<file path="src/rtl/uart_link.sv">
// 8N1 UART: one 16x oversampling tick generator shared by a transmitter and a receiver.
// Optional: define UART_FRAME_ERR_EN to add o_rx_frame_err (stop bit checked at mid-bit).
module uart_link #(
  parameter int NB_DATA          = 8,
  parameter int NCYCLES_PER_TICK = 163,
  parameter int SB_TICK          = 16
) (
  input  logic               i_clk,
  input  logic               i_reset,
  input  logic               i_tx_start,
  input  logic [NB_DATA-1:0] i_tx_data,
  input  logic               i_rx,
  output logic               o_tx,
  output logic               o_tx_done,
  output logic [NB_DATA-1:0] o_rx_data,
  output logic               o_rx_done,
`ifdef UART_FRAME_ERR_EN
  output logic               o_rx_frame_err,
`endif
  output logic               o_tick
);

  localparam int CW = (NCYCLES_PER_TICK > 2) ? $clog2(NCYCLES_PER_TICK) : 1;
  localparam int SW = (SB_TICK > 16) ? $clog2(SB_TICK) : 4;
  localparam int NW = (NB_DATA > 2) ? $clog2(NB_DATA) : 1;

  localparam logic [CW-1:0] C_ZERO   = CW'(0);
  localparam logic [CW-1:0] C_ONE    = CW'(1);
  localparam logic [CW-1:0] CNT_LAST = CW'(NCYCLES_PER_TICK - 1);
  localparam logic [CW-1:0] CNT_PRE  = CW'(NCYCLES_PER_TICK - 2);
  localparam logic [SW-1:0] S_ZERO   = SW'(0);
  localparam logic [SW-1:0] S_ONE    = SW'(1);
  localparam logic [SW-1:0] BIT_LAST = SW'(15);
  localparam logic [SW-1:0] MID_BIT  = SW'(7);
  localparam logic [SW-1:0] SB_LAST  = SW'(SB_TICK - 1);
  localparam logic [NW-1:0] N_ZERO   = NW'(0);
  localparam logic [NW-1:0] N_ONE    = NW'(1);
  localparam logic [NW-1:0] NB_LAST  = NW'(NB_DATA - 1);

  typedef enum logic [1:0] {IDLE, START, DATA, STOP} state_t;

  logic [CW-1:0] tick_cnt_r;
  logic          tick_r;

  state_t              tx_state_r, tx_state_s;
  logic [SW-1:0]       tx_tick_cnt_r, tx_tick_cnt_s;
  logic [NW-1:0]       tx_bit_cnt_r, tx_bit_cnt_s;
  logic [NB_DATA-1:0]  tx_shift_r, tx_shift_s;
  logic                tx_r, tx_s;
  logic                tx_done_r, tx_done_s;

  logic                rx_meta_r, rx_sync_r;
  state_t              rx_state_r, rx_state_s;
  logic [SW-1:0]       rx_tick_cnt_r, rx_tick_cnt_s;
  logic [NW-1:0]       rx_bit_cnt_r, rx_bit_cnt_s;
  logic [NB_DATA-1:0]  rx_shift_r, rx_shift_s;
  logic [NB_DATA-1:0]  rx_data_r;
  logic                rx_done_r, rx_done_s;

  // Tick divider; o_tick is registered so it is high exactly while the counter sits at its last value.
  always_ff @(posedge i_clk) begin
    if (i_reset) begin
      tick_cnt_r <= C_ZERO;
      tick_r     <= 1'b0;
    end else begin
      if (tick_cnt_r == CNT_LAST) begin
        tick_cnt_r <= C_ZERO;
      end else begin
        tick_cnt_r <= tick_cnt_r + C_ONE;
      end
      tick_r <= (tick_cnt_r == CNT_PRE);
    end
  end

  // TX state and output registers
  always_ff @(posedge i_clk) begin
    if (i_reset) begin
      tx_state_r    <= IDLE;
      tx_tick_cnt_r <= S_ZERO;
      tx_bit_cnt_r  <= N_ZERO;
      tx_shift_r    <= {NB_DATA{1'b0}};
      tx_r          <= 1'b1;
      tx_done_r     <= 1'b0;
    end else begin
      tx_state_r    <= tx_state_s;
      tx_tick_cnt_r <= tx_tick_cnt_s;
      tx_bit_cnt_r  <= tx_bit_cnt_s;
      tx_shift_r    <= tx_shift_s;
      tx_r          <= tx_s;
      tx_done_r     <= tx_done_s;
    end
  end

  // TX next-state and line value
  always_comb begin
    tx_state_s    = tx_state_r;
    tx_tick_cnt_s = tx_tick_cnt_r;
    tx_bit_cnt_s  = tx_bit_cnt_r;
    tx_shift_s    = tx_shift_r;
    tx_s          = 1'b1;
    tx_done_s     = 1'b0;
    case (tx_state_r)
      IDLE: begin
        if (i_tx_start) begin
          tx_shift_s    = i_tx_data;
          tx_tick_cnt_s = S_ZERO;
          tx_state_s    = START;
        end else begin
          tx_state_s = IDLE;
        end
      end
      START: begin
        tx_s = 1'b0;
        if (tick_r) begin
          if (tx_tick_cnt_r == BIT_LAST) begin
            tx_tick_cnt_s = S_ZERO;
            tx_bit_cnt_s  = N_ZERO;
            tx_state_s    = DATA;
          end else begin
            tx_tick_cnt_s = tx_tick_cnt_r + S_ONE;
          end
        end else begin
          tx_tick_cnt_s = tx_tick_cnt_r;
        end
      end
      DATA: begin
        tx_s = tx_shift_r[0];
        if (tick_r) begin
          if (tx_tick_cnt_r == BIT_LAST) begin
            tx_tick_cnt_s = S_ZERO;
            tx_shift_s    = {1'b0, tx_shift_r[NB_DATA-1:1]};
            if (tx_bit_cnt_r == NB_LAST) begin
              tx_state_s = STOP;
            end else begin
              tx_bit_cnt_s = tx_bit_cnt_r + N_ONE;
            end
          end else begin
            tx_tick_cnt_s = tx_tick_cnt_r + S_ONE;
          end
        end else begin
          tx_tick_cnt_s = tx_tick_cnt_r;
        end
      end
      STOP: begin
        tx_s = 1'b1;
        if (tick_r) begin
          if (tx_tick_cnt_r == SB_LAST) begin
            tx_tick_cnt_s = S_ZERO;
            tx_done_s     = 1'b1;
            tx_state_s    = IDLE;
          end else begin
            tx_tick_cnt_s = tx_tick_cnt_r + S_ONE;
          end
        end else begin
          tx_tick_cnt_s = tx_tick_cnt_r;
        end
      end
      default: begin
        tx_state_s = IDLE;
      end
    endcase
  end

  // Two-flop synchronizer for the asynchronous serial input (idles high)
  always_ff @(posedge i_clk) begin
    if (i_reset) begin
      rx_meta_r <= 1'b1;
      rx_sync_r <= 1'b1;
    end else begin
      rx_meta_r <= i_rx;
      rx_sync_r <= rx_meta_r;
    end
  end

  // RX state registers; received byte is published only with the done pulse
  always_ff @(posedge i_clk) begin
    if (i_reset) begin
      rx_state_r    <= IDLE;
      rx_tick_cnt_r <= S_ZERO;
      rx_bit_cnt_r  <= N_ZERO;
      rx_shift_r    <= {NB_DATA{1'b0}};
      rx_data_r     <= {NB_DATA{1'b0}};
      rx_done_r     <= 1'b0;
    end else begin
      rx_state_r    <= rx_state_s;
      rx_tick_cnt_r <= rx_tick_cnt_s;
      rx_bit_cnt_r  <= rx_bit_cnt_s;
      rx_shift_r    <= rx_shift_s;
      rx_done_r     <= rx_done_s;
      if (rx_done_s) begin
        rx_data_r <= rx_shift_r;
      end else begin
        rx_data_r <= rx_data_r;
      end
    end
  end

  // RX next-state: the start bit is re-checked at its centre, then every bit is sampled mid-bit
  always_comb begin
    rx_state_s    = rx_state_r;
    rx_tick_cnt_s = rx_tick_cnt_r;
    rx_bit_cnt_s  = rx_bit_cnt_r;
    rx_shift_s    = rx_shift_r;
    rx_done_s     = 1'b0;
    case (rx_state_r)
      IDLE: begin
        if (!rx_sync_r) begin
          rx_tick_cnt_s = S_ZERO;
          rx_state_s    = START;
        end else begin
          rx_state_s = IDLE;
        end
      end
      START: begin
        if (tick_r) begin
          if (rx_tick_cnt_r == MID_BIT) begin
            rx_tick_cnt_s = S_ZERO;
            if (!rx_sync_r) begin
              rx_bit_cnt_s = N_ZERO;
              rx_state_s   = DATA;
            end else begin
              rx_state_s = IDLE;
            end
          end else begin
            rx_tick_cnt_s = rx_tick_cnt_r + S_ONE;
          end
        end else begin
          rx_tick_cnt_s = rx_tick_cnt_r;
        end
      end
      DATA: begin
        if (tick_r) begin
          if (rx_tick_cnt_r == BIT_LAST) begin
            rx_tick_cnt_s = S_ZERO;
            rx_shift_s    = {rx_sync_r, rx_shift_r[NB_DATA-1:1]};
            if (rx_bit_cnt_r == NB_LAST) begin
              rx_state_s = STOP;
            end else begin
              rx_bit_cnt_s = rx_bit_cnt_r + N_ONE;
            end
          end else begin
            rx_tick_cnt_s = rx_tick_cnt_r + S_ONE;
          end
        end else begin
          rx_tick_cnt_s = rx_tick_cnt_r;
        end
      end
      STOP: begin
        if (tick_r) begin
          if (rx_tick_cnt_r == SB_LAST) begin
            rx_tick_cnt_s = S_ZERO;
            rx_done_s     = 1'b1;
            rx_state_s    = IDLE;
          end else begin
            rx_tick_cnt_s = rx_tick_cnt_r + S_ONE;
          end
        end else begin
          rx_tick_cnt_s = rx_tick_cnt_r;
        end
      end
      default: begin
        rx_state_s = IDLE;
      end
    endcase
  end

`ifdef UART_FRAME_ERR_EN
  logic rx_frame_err_r;

  // Stop-bit level is the line value at the moment the done pulse is generated (mid stop bit)
  always_ff @(posedge i_clk) begin
    if (i_reset) begin
      rx_frame_err_r <= 1'b0;
    end else begin
      rx_frame_err_r <= rx_done_s & ~rx_sync_r;
    end
  end

  assign o_rx_frame_err = rx_frame_err_r;
`endif

  assign o_tick    = tick_r;
  assign o_tx      = tx_r;
  assign o_tx_done = tx_done_r;
  assign o_rx_data = rx_data_r;
  assign o_rx_done = rx_done_r;

endmodule

</file>
<file path="config.mk">
export PLATFORM = sky130hd
export DESIGN_NAME = uart_link
export DESIGN_NICKNAME = d
export VERILOG_FILES = /design/src/rtl/uart_link.sv
export SDC_FILE = /design/constraint.sdc
export NUM_CORES = 1
export LEC_CHECK = 0
export BUFFER_PORTS_ARGS = -buffer_cell sky130_fd_sc_hd__buf_2
export CORE_ASPECT_RATIO = 0.75
export CORE_UTILIZATION = 50
export CTS_BUF_LIST = sky130_fd_sc_hd__clkbuf_4 sky130_fd_sc_hd__clkbuf_8
export DETAILED_ROUTE_END_ITERATION = 7
export GPL_ROUTABILITY_DRIVEN = 1
export PLACE_DENSITY = 0.69
export SLEW_MARGIN = 20
export SYNTH_ARGS = -nofsm -noshare
export SYNTH_HDL_FRONTEND = slang
export SYNTH_SLANG_ARGS = --single-unit
</file>
<file path="constraint.sdc">
create_clock -name i_clk -period 2.1 [get_ports i_clk]
set_clock_uncertainty 0.05 [all_clocks]
set_input_delay 0 -clock i_clk [delete_from_list [all_inputs] [get_ports i_clk]]
set_output_delay 0 -clock i_clk [all_outputs]
set_load 0.03 [all_outputs]
</file>
==> metrics.md <==
| Metric | Value |
|---|---|
| Status | finished with violations |
| Failing checks | design-rule violations |
| Leakage | 0.00121 uW |
| Synth top area cells | dfxtp_1, mux2i_1, nor2_1 |
| Synthesized flop and latch total | 56 |
| Drt initial violations | 85 |
| Initial Util | 51.9% |
| Synth cell count leaders | dfxtp_1, nor2_1, mux2i_1 |
| Syn Inst Count | 268 |
| Routed WL | 4370 um |
| Fin crit period | 1.89 ns |
| Max_cap viols | 0 |
| Peak VDD IR | 0.395 mV |
| Rows | 22 |
| Drt drc | 2 |
| Fin cells | 363 |
| Synth cell types | 45 |
| Root buffer cell | clkbuf_8 |
| Arrival time at the worst endpoint | 2.09 ns |
| Part of the power in combinational logic | 24.8% |
| Max-slew headroom | 55.0% |
| Register area share after synthesis | 44.1% |
| Final worst-path cycle share | 90.1% |
| Final RePlAce weighted congestion | 0.856 |
| Sw Ratio | 30.8% |
| Total Routing Usage GR | 17.9% |
| Global route overflow | 0 |
| Clock sinks | 56 |
| Cell area after synthesis | 0.00254 mm2 |
| Net Switching | 748 uW |
| Final net count | 327 |
| Setup TNS Final | 0 ns |
| Most frequent cell after synthesis | dfxtp_1 |
| Fraction of layout cells with a size suffix above 1 | 15.2% |
| Setup violations, final | 0 |
| Post-route ant nets | 0 |
| CTS tree | yes |
| Seq pwr share | 49.9% |
| Post-synthesis async set-or-reset flop share | 0% |
| Kind of start point of the critical path | flop |
| Pint | 1680 uW |
| Unrepaired setup endpoints after global routing | no |
| Clk network pwr share | 25.2% |
| PwrDens | 832 mW/mm2 |
| Die area | 0.00538 mm2 |
| First-pass GRT wire length | 7760 um |
| IO Port Bufs | 23 |
| WS Path Type | reg2reg |
| Post-Syn Nets | 293 |
| Crit path required time | 2.30 ns |
| Setup Fix Bufs, Post-CTS | 0 |
| Tightest Pin Transition | 0.675 ns |
| Clock buffer depth | 2 |
| Slowest-stage cell, CP | dlygate4sd3_1 |
| Post-synth EDFFs | 0 |
| Slowest Stage Delay on Critical Path | 0.57 ns |
| Largest net degree at the start of global routing | 41 |
| YS warnings | 0 |
| Pins Over Slew Limit | 0 |
| CORE AREA | 0.00490 mm2 |
| Antenna diodes | 0 |
| Critical path peak fanout | 10 |
| Vias in the first global route | 1785 |
| Final hold viol count | 0 |
| Max frequency | 529 MHz |
| HPWL after detailed placement | 2960 um |
| Depth of the CTS H-tree | 2 |
| CP Cell Sequence | inv_1 -> ha_2 -> buf_4 -> nand4b_1 -> dlygate4sd3_1 -> a21oi_1 |
| Crit. End Element | flop |
| Average vias per placed instance | 5.26 |
| Die W | 84.3 um |
| DR WL/cell | 12.0 um |
| Placed Cells | 345 |
| Clock-pin slew on the worst setup and hold paths | 0.11 ns |
| Vias | 1908 |
| Worst-Skew Late Latency | 0.31 ns |
| TritonCTS Buffers | 5 |
| Cell taking the most area after synthesis | dfxtp_1 |
| Top-Level Pins | 24 |
| Tightest Hold Check Type | in2reg |
| First-pass DRT Iterations | 8 |
| Top cell type's share of synthesized area | 44.1% |
| Initial antenna violation count | 0 |
| Die height | 63.8 um |
| Min Hold Slack | 0.0625 ns |
| Mean post-synth cell area | 9.49 um2 |
| P&R area growth vs syn | 14.7% |
| Top_reg_cell synth | dfxtp_1 |
power groups by stage:
stage	clock network, uW	registers [uW]	logic [uW]
6_report	612	1210	602
5_1_grt	682	1230	671
4_1_cts	638	1210	592
3_5_place_dp	0	1230	568
3_3_place_gp	0	1230	566
2_1_floorplan	0	1230	457
layout by cell type (no fill, tap or decap), drive strengths merged:
| master | instances |
|---|---|
| a211oi | 9 |
| nor3 | 1 |
| o21a | 1 |
| or3 | 1 |
| buf | 31 |
| or2 | 3 |
| nor2b | 4 |
| o21ai | 5 |
| a221oi | 1 |
| a31oi | 2 |
| clkinvlp | 1 |
| nand4 | 2 |
| nand4b | 1 |
| and3b | 1 |
| ha | 13 |
| o31a | 1 |
| mux2i | 33 |
| a22oi | 1 |
| clkbuf | 5 |
| inv | 12 |
| a41o | 1 |
| nand2 | 5 |
| and3 | 2 |
| nor3b | 3 |
| and2 | 4 |
| a21o | 1 |
| xnor2 | 2 |
| o211ai | 1 |
| nand3 | 9 |
| a22o | 1 |
| xor2 | 4 |
| a311oi | 2 |
| and4 | 3 |
| nor4b | 1 |
| dlygate4sd3 | 10 |
| dfxtp | 56 |
| o31ai | 1 |
| a21oi | 9 |
| nand2b | 13 |
| nor2 | 47 |
area by class of cell:
cell class	instances	area, um2
clock buffer	5	68.8
tap	60	75.1
sequential	56	1120
multi-input combinational	188	1310
timing repair buffer	41	275
fill	438	1980
inverter	10	37.5
clock inverter	3	25.0
registers in the layout, summed over array words and instances, names as in the netlist, 2 cells and up, named ones only:
name	cells
tx_bit_cnt_r	3
tx_shift_r	8
rx_shift_r	8
tx_tick_cnt_r	4
rx_tick_cnt_r	4
tx_state_r	2
tick_cnt_r	8
o_rx_data	8
rx_bit_cnt_r	3
metal layers:
layer	vias to the layer above	part of all wire, %	global-route usage (%)
li1	989	-	-
met1	886	51	22.9
met2	28	44	29.7
met3	5	3.4	3.88
met4	0	1.1	6.78
met5	-	0	0
metrics by stage:
step / setup WS (ns) / total power [uW] / instance area [um2] / utilization, %
2_1_floorplan: 0.457 / 1690 / 2540 / -
3_3_place_gp: 0.361 / 1800 / 2720 / 55.5
3_5_place_dp: 0.325 / 1800 / 2720 / 55.5
4_1_cts: 0.119 / 2440 / 2910 / 59.4
5_1_grt: 0.0977 / 2580 / 2920 / 59.5
6_report: 0.208 / 2420 / 2920 / 59.5
worst max-delay path, delay by kind of cell, from the launching register on:
kind            cells  cell delay [ns]
compound gates      1             0.14
fa+ha+maj           1             0.26
buf+inv             3             0.85
flops               1             0.37
simple gates        1             0.16
timing repair:
item                                   4_1_cts  5_1_grt
hold buffers                                10        0
gates resized for setup                      0        1
setup endpoints to repair                    0        1
endpoints found under the hold margin        9        0
cell families (layout without fill, tap and decap cells):
| kind of cell | after synthesis | count (layout) | share of synthesized area, % |
|---|---|---|---|
| xor+xnor | 6 | 6 | 2.07 |
| mux | 33 | 33 | 13.0 |
| flops | 56 | 56 | 44.1 |
| compound gates | 36 | 36 | 9.99 |
| simple gates | 100 | 100 | 20.1 |
| buf+inv | 24 | 59 | 4.38 |
| fa+ha+maj | 13 | 13 | 6.40 |
path summary, 6_finish.rpt:
kind,startpoint,end,slack [ns],cells past startpoint
max,tx_state_r[0],tx_shift_r[7],0.21,6
min,i_tx_start,tx_tick_cnt_r[2],0.06,4
max reg2reg,tx_state_r[0],tx_shift_r[7],0.21,6
min reg2reg,rx_meta_r,rx_sync_r,0.37,1
Power figures use the tool's default switching activity.
